File: config.mk
export PLATFORM = sky130hd
export DESIGN_NAME = vram_arbiter
export DESIGN_NICKNAME = d
export VERILOG_FILES = /design/src/rtl/vram_arbiter.sv
export SDC_FILE = /design/constraint.sdc
export NUM_CORES = 1
export LEC_CHECK = 0
export ABC_AREA = 1
export BUFFER_PORTS_ARGS = -buffer_cell sky130_fd_sc_hd__buf_4
export CORE_ASPECT_RATIO = 0.9
export CORE_UTILIZATION = 45
export DETAILED_ROUTE_END_ITERATION = 8
export PLACE_DENSITY = 0.8
export SYNTH_ARGS = -nofsm -noshare
export SYNTH_HDL_FRONTEND = slang
export SYNTH_SLANG_ARGS = --single-unit
File: constraint.sdc
create_clock -name clk -period 1.8 [get_ports clk]
set_input_delay 0.09 -clock clk [delete_from_list [all_inputs] [get_ports clk]]
set_output_delay 0.09 -clock clk [all_outputs]
set_load 0.01 [all_outputs]
File: src/rtl/vram_arbiter.sv
// rtl/vram_arbiter.sv - single-port VRAM arbiter for video fetch, CPU access and clear engine
//
// Purpose: shares one synchronous single-port VRAM between the video scanout
// fetch path and the CPU register path. Every cycle one access is issued.
// The CPU can be starved for at most STARVE_MAX cycles. Read data returns
// three cycles after the request cycle, together with a one-cycle rvalid.
//
// Optional feature: define VRAM_CLEAR_EN to build the clear engine. It fills
// VRAM_DEPTH locations with a latched byte. Without the macro, clr_busy is
// tied low and clr_start/clr_data are ignored.
//
// Ports:
//   clk, reset                          clock, synchronous active-high reset
//   vid_req/vid_addr -> vid_ack         video read request and issue pulse
//   vid_rdata/vid_rvalid                video read return
//   cpu_req/cpu_we/cpu_addr/cpu_wdata   cpu request
//   cpu_ack                             cpu issue pulse
//   cpu_rdata/cpu_rvalid                cpu read return
//   mem_addr/mem_wdata/mem_we/mem_rdata VRAM macro interface
//   clr_start/clr_data -> clr_busy      clear engine control

module vram_arbiter #(
    parameter int ADDR_W     = 14,
    parameter int DATA_W     = 8,
    parameter int STARVE_MAX = 4,
    parameter int VRAM_DEPTH = 16384
) (
    input  logic              clk,
    input  logic              reset,
    input  logic              vid_req,
    input  logic [ADDR_W-1:0] vid_addr,
    output logic              vid_ack,
    output logic [DATA_W-1:0] vid_rdata,
    output logic              vid_rvalid,
    input  logic              cpu_req,
    input  logic              cpu_we,
    input  logic [ADDR_W-1:0] cpu_addr,
    input  logic [DATA_W-1:0] cpu_wdata,
    output logic              cpu_ack,
    output logic [DATA_W-1:0] cpu_rdata,
    output logic              cpu_rvalid,
    output logic [ADDR_W-1:0] mem_addr,
    output logic [DATA_W-1:0] mem_wdata,
    output logic              mem_we,
    input  logic [DATA_W-1:0] mem_rdata,
    input  logic              clr_start,
    input  logic [DATA_W-1:0] clr_data,
    output logic              clr_busy
);

    typedef enum logic [1:0] {
        TAG_NONE = 2'd0,
        TAG_VID  = 2'd1,
        TAG_CPU  = 2'd2
    } tag_e;

    localparam logic [3:0] STARVE_LIM = 4'(STARVE_MAX);

    logic              grant_vid;
    logic              grant_cpu;
    logic              grant_clr;
    logic              cpu_forced;

    logic [3:0]        starve_q, starve_d;
    tag_e              tag1_q, tag1_d;
    tag_e              tag2_q;

    logic [ADDR_W-1:0] mem_addr_q, mem_addr_d;
    logic [DATA_W-1:0] mem_wdata_q, mem_wdata_d;
    logic              mem_we_q, mem_we_d;
    logic              vid_ack_q, cpu_ack_q;
    logic [DATA_W-1:0] vid_rdata_q, cpu_rdata_q;
    logic              vid_rvalid_q, cpu_rvalid_q;

    logic              clr_busy_w;
    logic [ADDR_W-1:0] clr_addr_w;
    logic [DATA_W-1:0] clr_fill_w;

`ifdef VRAM_CLEAR_EN
    localparam logic [ADDR_W-1:0] CLR_LAST = ADDR_W'(VRAM_DEPTH - 1);

    logic              clr_busy_q, clr_busy_d;
    logic [ADDR_W-1:0] clr_cnt_q, clr_cnt_d;
    logic [DATA_W-1:0] clr_fill_q, clr_fill_d;

    always_comb begin
        clr_busy_d = clr_busy_q;
        clr_cnt_d  = clr_cnt_q;
        clr_fill_d = clr_fill_q;
        if (!clr_busy_q && clr_start) begin
            clr_busy_d = 1'b1;
            clr_cnt_d  = '0;
            clr_fill_d = clr_data;
        end else if (grant_clr) begin
            clr_cnt_d = clr_cnt_q + 1'b1;
            // busy falls the cycle after the final location is granted
            if (clr_cnt_q == CLR_LAST) begin
                clr_busy_d = 1'b0;
            end
        end
    end

    always_ff @(posedge clk) begin
        if (reset) begin
            clr_busy_q <= 1'b0;
            clr_cnt_q  <= '0;
            clr_fill_q <= '0;
        end else begin
            clr_busy_q <= clr_busy_d;
            clr_cnt_q  <= clr_cnt_d;
            clr_fill_q <= clr_fill_d;
        end
    end

    assign clr_busy_w = clr_busy_q;
    assign clr_addr_w = clr_cnt_q;
    assign clr_fill_w = clr_fill_q;
`else
    logic unused_clr;
    assign unused_clr = ^{clr_start, clr_data};
    assign clr_busy_w = 1'b0;
    assign clr_addr_w = '0;
    assign clr_fill_w = '0;
`endif

    // Arbitration. The forced cpu win is masked while clearing so the cpu
    // is never acked during a sweep; the counter holds meanwhile.
    always_comb begin
        cpu_forced = cpu_req && (starve_q == STARVE_LIM) && !clr_busy_w;
        grant_cpu  = cpu_req && !clr_busy_w && (cpu_forced || !vid_req);
        grant_vid  = vid_req && !cpu_forced;
        grant_clr  = clr_busy_w && !vid_req;
    end

    always_comb begin
        starve_d    = starve_q;
        mem_addr_d  = mem_addr_q;
        mem_wdata_d = mem_wdata_q;
        mem_we_d    = 1'b0;
        tag1_d      = TAG_NONE;

        if (grant_cpu) begin
            starve_d = '0;
        end else if (cpu_req && !clr_busy_w && (starve_q != STARVE_LIM)) begin
            starve_d = starve_q + 1'b1;
        end

        if (grant_cpu) begin
            mem_addr_d  = cpu_addr;
            mem_wdata_d = cpu_wdata;
            mem_we_d    = cpu_we;
            tag1_d      = cpu_we ? TAG_NONE : TAG_CPU;
        end else if (grant_vid) begin
            mem_addr_d  = vid_addr;
            tag1_d      = TAG_VID;
        end else if (grant_clr) begin
            mem_addr_d  = clr_addr_w;
            mem_wdata_d = clr_fill_w;
            mem_we_d    = 1'b1;
        end
    end

    // tag1 tracks the access on mem_* now; tag2 tracks the one whose data
    // is on mem_rdata now, which is captured into the rdata registers.
    always_ff @(posedge clk) begin
        if (reset) begin
            starve_q     <= '0;
            tag1_q       <= TAG_NONE;
            tag2_q       <= TAG_NONE;
            mem_addr_q   <= '0;
            mem_wdata_q  <= '0;
            mem_we_q     <= 1'b0;
            vid_ack_q    <= 1'b0;
            cpu_ack_q    <= 1'b0;
            vid_rdata_q  <= '0;
            cpu_rdata_q  <= '0;
            vid_rvalid_q <= 1'b0;
            cpu_rvalid_q <= 1'b0;
        end else begin
            starve_q     <= starve_d;
            tag1_q       <= tag1_d;
            tag2_q       <= tag1_q;
            mem_addr_q   <= mem_addr_d;
            mem_wdata_q  <= mem_wdata_d;
            mem_we_q     <= mem_we_d;
            vid_ack_q    <= grant_vid;
            cpu_ack_q    <= grant_cpu;
            vid_rvalid_q <= (tag2_q == TAG_VID);
            cpu_rvalid_q <= (tag2_q == TAG_CPU);
            if (tag2_q == TAG_VID) begin
                vid_rdata_q <= mem_rdata;
            end
            if (tag2_q == TAG_CPU) begin
                cpu_rdata_q <= mem_rdata;
            end
        end
    end

    assign mem_addr   = mem_addr_q;
    assign mem_wdata  = mem_wdata_q;
    assign mem_we     = mem_we_q;
    assign vid_ack    = vid_ack_q;
    assign cpu_ack    = cpu_ack_q;
    assign vid_rdata  = vid_rdata_q;
    assign cpu_rdata  = cpu_rdata_q;
    assign vid_rvalid = vid_rvalid_q;
    assign cpu_rvalid = cpu_rvalid_q;
    assign clr_busy   = clr_busy_w;

endmodule

==> results of run 1 <==
==> placed cells by master, fill, tap and decap left out <==
master and n:
clkinv_2 1, a21oi_4 1, nand2_1 73, dlygate4sd3_1 9, inv_2 1, a211oi_1 2, dfxtp_1 51, nand3_1 18
clkbuf_1 1, o21ai_0 16, clkbuf_8 7, o21ai_2 1, nor2_1 70, conb_1 1, nand3_4 1, ha_1 2
inv_1 27, a21oi_1 2, nor2_2 2, clkinv_1 1, xor2_1 2, buf_4 94
==> metal layers <==
| metal | wire, um | part of all wire [%] | vias up |
|---|---|---|---|
| met5 | 0 | 0 | - |
| met4 | 46 | 1.0 | 0 |
| met3 | 187 | 4.1 | 6 |
| met2 | 2340 | 51 | 44 |
| met1 | 1980 | 44 | 867 |
| li1 | - | - | 1049 |
==> layout make-up <==
class                      instances  share of cell area (%)
clock buffer                       8                    3.41
inverter                          30                    3.87
tap                               60                    2.55
sequential                        51                    34.7
timing repair buffer             103                    27.1
multi-input combinational        191                    28.4
==> flip-flops by register name (all words and copies together), names as in the netlist <==
name	flops
cpu_ack	1
mem_we	1
vid_rdata	8
starve_q	4
tag2_q	2
tag1_q	2
mem_wdata	8
cpu_rdata	8
vid_rvalid	1
vid_ack	1
mem_addr	14
cpu_rvalid	1
==> kinds of logic (layout without fill, tap and decap cells) <==
logic type / Yosys count / in the layout / share of synthesized area [%]
AO/OA/AOI/OAI: 22 / 22 / 6.38
XOR/XNOR: 2 / 2 / 0.859
adder cells (fa/ha/maj): 2 / 2 / 1.23
buffers and inverters: 39 / 141 / 9.08
flip-flops: 51 / 51 / 50.1
other: 1 / 1 / 0.184
AND/OR/NAND/NOR: 164 / 164 / 32.2
==> critical path: cells and delay by family (launching register included) <==
family / cells / cell delay, ns
and+or+nand+nor: 2 / 0.43
DFF: 1 / 0.38
adders and majority gates: 1 / 0.24
buffers and inverters: 2 / 0.20
AOI/OAI and AO/OA: 2 / 0.20
==> power by group through the flow <==
stage               Combinational (W)  Clock [W]  Sequential [W]
floorplan                    0.000147          0         0.00126
global placement             0.000345          0         0.00124
detailed placement           0.000353          0         0.00124
CTS                          0.000369   0.000721         0.00121
global route                 0.000408   0.000770         0.00122
finish                       0.000366   0.000700         0.00121
==> per-stage QoR <==
step           worst slack [ns]  hold WS [ns]  cells
3_3_place_gp              0.305         0.259    426
2_1_floorplan             0.465         0.162    281
3_5_place_dp              0.278         0.262    426
5_1_grt                  0.0609        0.0143    443
4_1_cts                   0.251        0.0220    443
6_report                  0.273        0.0286    443
==> path summary, 6_finish.rpt <==
check	from	end	slack [ns]
hold / removal	mem_rdata[7]	vid_rdata[7]	0.03
hold reg to reg	tag1_q[1]	tag2_q[1]	0.41
setup reg to reg	starve_q[0]	starve_q[1]	0.27
setup / recovery	starve_q[0]	starve_q[1]	0.27
==> timing repair <==
| item | 4_1_cts | 5_1_grt |
|---|---|---|
| resized for setup | 0 | 0 |
| hold buffers | 9 | 0 |
| hold endpoints to repair | 9 | 0 |
==> impl_metrics.env, run 1 <==
export IMPL_status="finished, final reports clean"
export IMPL_path_cells="inv_1, ha_1, nand3_4, a21oi_4, nor2_2, inv_1, a21oi_1"
export IMPL_routed_wl_um=4550
export IMPL_ys_warn_count=0
export IMPL_ir_worst_vdd_uv=507
export IMPL_ys_flop_type="dfxtp_1"
export IMPL_yosysMostFrequentCell="nand2_1"
export IMPL_synth_edf_count=0
export IMPL_place_congestion=0.755
export IMPL_holdPathStages=3
export IMPL_grt_ovfl_total=0
export IMPL_ys_seq_area_share_pct=50.1
export IMPL_dieArea_um2=4810
export IMPL_crit_path_max_incr_delay_ns=0.38
export IMPL_rsz0062_at_grt="no"
export IMPL_cts_root_buffer="clkbuf_8"
export IMPL_syn_inst=281
export IMPL_synthDistinctLibCells=23
export IMPL_crit_type="flop to flop"
export IMPL_globalRouteMet1Util_pct=23.7
export IMPL_synth_seq_cells=51
export IMPL_critPathLaunchType="flop"
export IMPL_cts_tree="yes"
export IMPL_hpwl_um=3270
export IMPL_rows=22
export IMPL_maxCapViolCount=0
export IMPL_async_flop_share_pct=0
export IMPL_p_comb_share_pct=16.1
export IMPL_synth_top_cells_by_count="nand2_1 (73), nor2_1 (70), dfxtp_1 (51)"
export IMPL_p_sw_share_pct=24.1
export IMPL_hold_class="primary input to flop"
export IMPL_drc_errors=0
export IMPL_dr_pass1_iters=4
export IMPL_cts_buffer_depth=2
export IMPL_synth_area_leaders="dfxtp_1 (50%), nand2_1 (13%), nor2_1 (13%), inv_1 (5.0%), nand3_1 (4.4%)"
export IMPL_cts_buffers=5
export IMPL_crit_required_ns=2.04
export IMPL_htree_levels=2
export IMPL_hold_viol_final=0
export IMPL_post_route_period_util_pct=84.8
export IMPL_die_width_um=73.0
export IMPL_die_h_um=65.9
export IMPL_initial_core_util_pct=48.4
export IMPL_arrival_ns=1.76
export IMPL_path_clk_slew_ns=0.09
export IMPL_core_um2=4210
export IMPL_first_iter_violations=75
export IMPL_grt_max_degree=29
export IMPL_grt_pass1_vias=1754
export IMPL_final_seq_area_um2=1020
export IMPL_p_int_w=0.00173
export IMPL_grt_pass1_wl_um=7470
export IMPL_drive_gt1_share_pct=28.2
export IMPL_final_util_pct=69.8
export IMPL_nFillCells=382
export IMPL_fmax_ghz=0.655
export IMPL_tns_ns=0
export IMPL_finalSetupViolations=0
export IMPL_area_growth_pct=44.1
export IMPL_fin_nets=442
export IMPL_antenna_found_initial=0
export IMPL_path_max_fanout=10
export IMPL_insertion_delay_ns=0.30
export IMPL_netlist_area_um2=2040
export IMPL_fin_skew_ns=0.00482
export IMPL_cpMostUsedCell="inv_1"
export IMPL_power_leakage_nw=1.58
export IMPL_ff2ff_path_depth=7
export IMPL_busiest_layer="met2"
export IMPL_dpl_cell_area_um2=2750
export IMPL_use_met2_pct=35.3
export IMPL_p_switching_w=0.000549
export IMPL_cts_setup_buffers=0
export IMPL_power_w=0.00228
export IMPL_synth_area_per_cell_um2=7.26
export IMPL_synth_top_area_cell="dfxtp_1"
export IMPL_clock_sinks=51
export IMPL_final_cell_area_um2=2940
export IMPL_pwr_share_clk_pct=30.8
export IMPL_port_buffers=91
export IMPL_grt_usage_pct=20.2
export IMPL_drv_slew=0
export IMPL_pin_count=102
export IMPL_setup_worst_path_end_class="flop"
export IMPL_multi_input_area_um2=833
export IMPL_cpMaxStageDelayCell="dfxtp_1"
export IMPL_pwr_share_seq_pct=53.2
export IMPL_drtAntennaViolNets=0
export IMPL_diodes=0
export IMPL_globalRouteMet3Util_pct=5.95
export IMPL_syn_num_nets=341
export IMPL_powerDensity_nw_per_um2=775
export IMPL_vias_per_cell=4.44
export IMPL_period_needed_ns=1.53
export IMPL_vias=1966
export IMPL_avgRoutedWirePerCell_um=10.3
export IMPL_synth_top_area_share_pct=50.1
No activity file was read; power rests on OpenSTA's default activity.
==> inputs of run 2 (changes only) <==
CORE_UTILIZATION = 41   (was 45)
PLACE_DENSITY = 0.77   (was 0.8)
clock period = 1.4 ns   (was 1.8 ns; I/O delays follow)
==> run 2 against run 1 <==
Sequential share of layout area fell by 1.2 points. Cell count rose by 2.5%. Core utilization fell by 3.5 points. Non-clock buffer count rose by 11. Worst hold slack got worse by 0.0080 ns. Critical endpoint is now mem_addr[0]. Design area rose by 3.9%. Register-to-register slack got worse by 0.21 ns. Routed wire length rose by 6.6%. Power rose by 25%. Critical path type unchanged. First-iteration DRC count rose by 6.7%. Clock power rose by 9.4%.
==> impl_metrics.env, run 2 (same netlist as run 1, synthesis figures left out) <==
export IMPL_hpwl_um=3390
export IMPL_crit_path_max_incr_delay_ns=0.33
export IMPL_die_h_um=68.9
export IMPL_multi_input_area_um2=868
export IMPL_pre_cts_slack_ns=-0.148
export IMPL_dpl_cell_area_um2=2800
export IMPL_cts_tree="yes"
export IMPL_dieArea_um2=5260
export IMPL_final_cell_area_um2=3050
export IMPL_period_needed_ns=1.33
export IMPL_grt_max_degree=29
export IMPL_vias_per_cell=4.50
export IMPL_largest_reg_flops=14
export IMPL_path_max_fanout=7
export IMPL_cpLargestDelayFamily="flip-flops"
export IMPL_hold_viol_final=0
export IMPL_first_iter_violations=80
export IMPL_rsz0062_at_grt="yes"
export IMPL_crit_type="flop to flop"
export IMPL_pwr_share_seq_pct=54.9
export IMPL_fin_skew_ns=0.00685
export IMPL_diodes=0
export IMPL_rows=23
export IMPL_finalSetupViolations=0
export IMPL_ir_worst_vdd_uv=554
export IMPL_grt_pass1_vias=1753
export IMPL_powerDensity_nw_per_um2=929
export IMPL_final_seq_area_um2=1020
export IMPL_status="finished, final reports clean"
export IMPL_area_growth_pct=49.8
export IMPL_p_switching_w=0.000704
export IMPL_pwr_share_clk_pct=27.0
export IMPL_arrival_ns=1.57
export IMPL_avgRoutedWirePerCell_um=10.7
export IMPL_p_int_w=0.00213
export IMPL_post_route_period_util_pct=95.2
export IMPL_cts_buffers=5
export IMPL_cpMaxStageDelayCell="dfxtp_2"
export IMPL_crit_required_ns=1.64
export IMPL_htree_levels=2
export IMPL_grt_pass1_wl_um=7650
export IMPL_final_cell_mix="buf_4 (102), nor2_1 (70), nand2_1 (69)"
export IMPL_cpMostUsedCell="nand2_1"
export IMPL_path_cells="inv_2, ha_4, nand3_4, a21oi_4, buf_6, nand2_1, nand3_1, nand2_1, inv_1"
export IMPL_insertion_delay_ns=0.29
export IMPL_fmax_ghz=0.751
export IMPL_port_buffers=91
export IMPL_dr_pass1_iters=4
export IMPL_hold_class="primary input to flop"
export IMPL_initial_core_util_pct=44.3
export IMPL_clock_sinks=51
export IMPL_grt_ovfl_total=0
export IMPL_critPathLaunchType="flop"
export IMPL_vias=2043
export IMPL_setup_worst_path_end_class="flop"
export IMPL_cts_buffer_depth=2
export IMPL_worst_path_buf_inv=3
export IMPL_nFillCells=433
export IMPL_power_leakage_nw=1.63
export IMPL_drv_slew=0
export IMPL_drc_errors=0
export IMPL_pin_count=102
export IMPL_place_congestion=0.738
export IMPL_drtAntennaViolNets=0
export IMPL_grt_usage_pct=18.4
export IMPL_cts_root_buffer="clkbuf_8"
export IMPL_maxCapViolCount=0
export IMPL_final_util_pct=66.3
export IMPL_p_sw_share_pct=24.8
export IMPL_antenna_found_initial=0
export IMPL_drive_gt1_share_pct=32.1
export IMPL_die_width_um=76.3
export IMPL_layout_commonest_cell="buf_4"
export IMPL_tns_ns=0
export IMPL_path_clk_slew_ns=0.09
export IMPL_p_comb_share_pct=18.1
export IMPL_routed_wl_um=4850
export IMPL_core_um2=4600
export IMPL_timing_final_ws_setup_ns=0.0676
export IMPL_fin_nets=453
-- run 2: area by class of cell --
| cell class | count | share of cell area, % |
|---|---|---|
| flip-flops and latches | 51 | 33.5 |
| repair buffers | 114 | 29.4 |
| multi-input cells | 191 | 28.4 |
| inverters | 30 | 3.73 |
| well taps | 62 | 2.54 |
| clock buffers | 6 | 2.38 |
-- run 2: through the flow --
step | hold WS [ns] | instances | total power, W
2_1_floorplan | 0.142 | 281 | 0.00181
3_3_place_gp | 0.239 | 434 | 0.00205
3_5_place_dp | 0.241 | 434 | 0.00206
4_1_cts | 0.0144 | 451 | 0.00286
5_1_grt | 0.0170 | 454 | 0.00300
6_report | 0.0206 | 454 | 0.00284
-- run 2: worst paths after layout --
check / startpoint / slack (ns) / end / depth (start not counted)
max: starve_q[0] / 0.07 / mem_addr[0] / 9
min: mem_rdata[7] / 0.02 / vid_rdata[7] / 3
max reg2reg: starve_q[0] / 0.07 / mem_addr[0] / 9
min reg2reg: tag1_q[0] / 0.39 / tag2_q[0] / 2
-- run 2: tightest hold or removal path, cell delays in order --
cell and delay (ns):
buf_4 0.09, nor2_1 0.04, nor2_1 0.09
-- run 2: per-layer routing --
metal	vias to the layer above	global-route usage [%]	share of wire, %
met5	-	0	0
met4	0	7.45	1.1
met3	5	3.82	4.6
met2	52	34.2	50
met1	915	21.2	44
li1	1071	-	-
-- run 2: repair_timing --
item                       CTS  global route
gates resized for setup      9             6
setup endpoints to repair   14            22
hold endpoints to repair    10             0
cloned                       1             0
pin swaps                    3             6
hold buffers                 9             0
buffers inserted             1             4
-- run 2: power by group through the flow --
stage               sequential (W)  clock (W)  combinational, W
finish                     0.00156   0.000766          0.000513
floorplan                  0.00162          0          0.000189
global route               0.00157   0.000866          0.000569
detailed placement         0.00159          0          0.000466
global placement           0.00159          0          0.000460
CTS                        0.00156   0.000792          0.000506
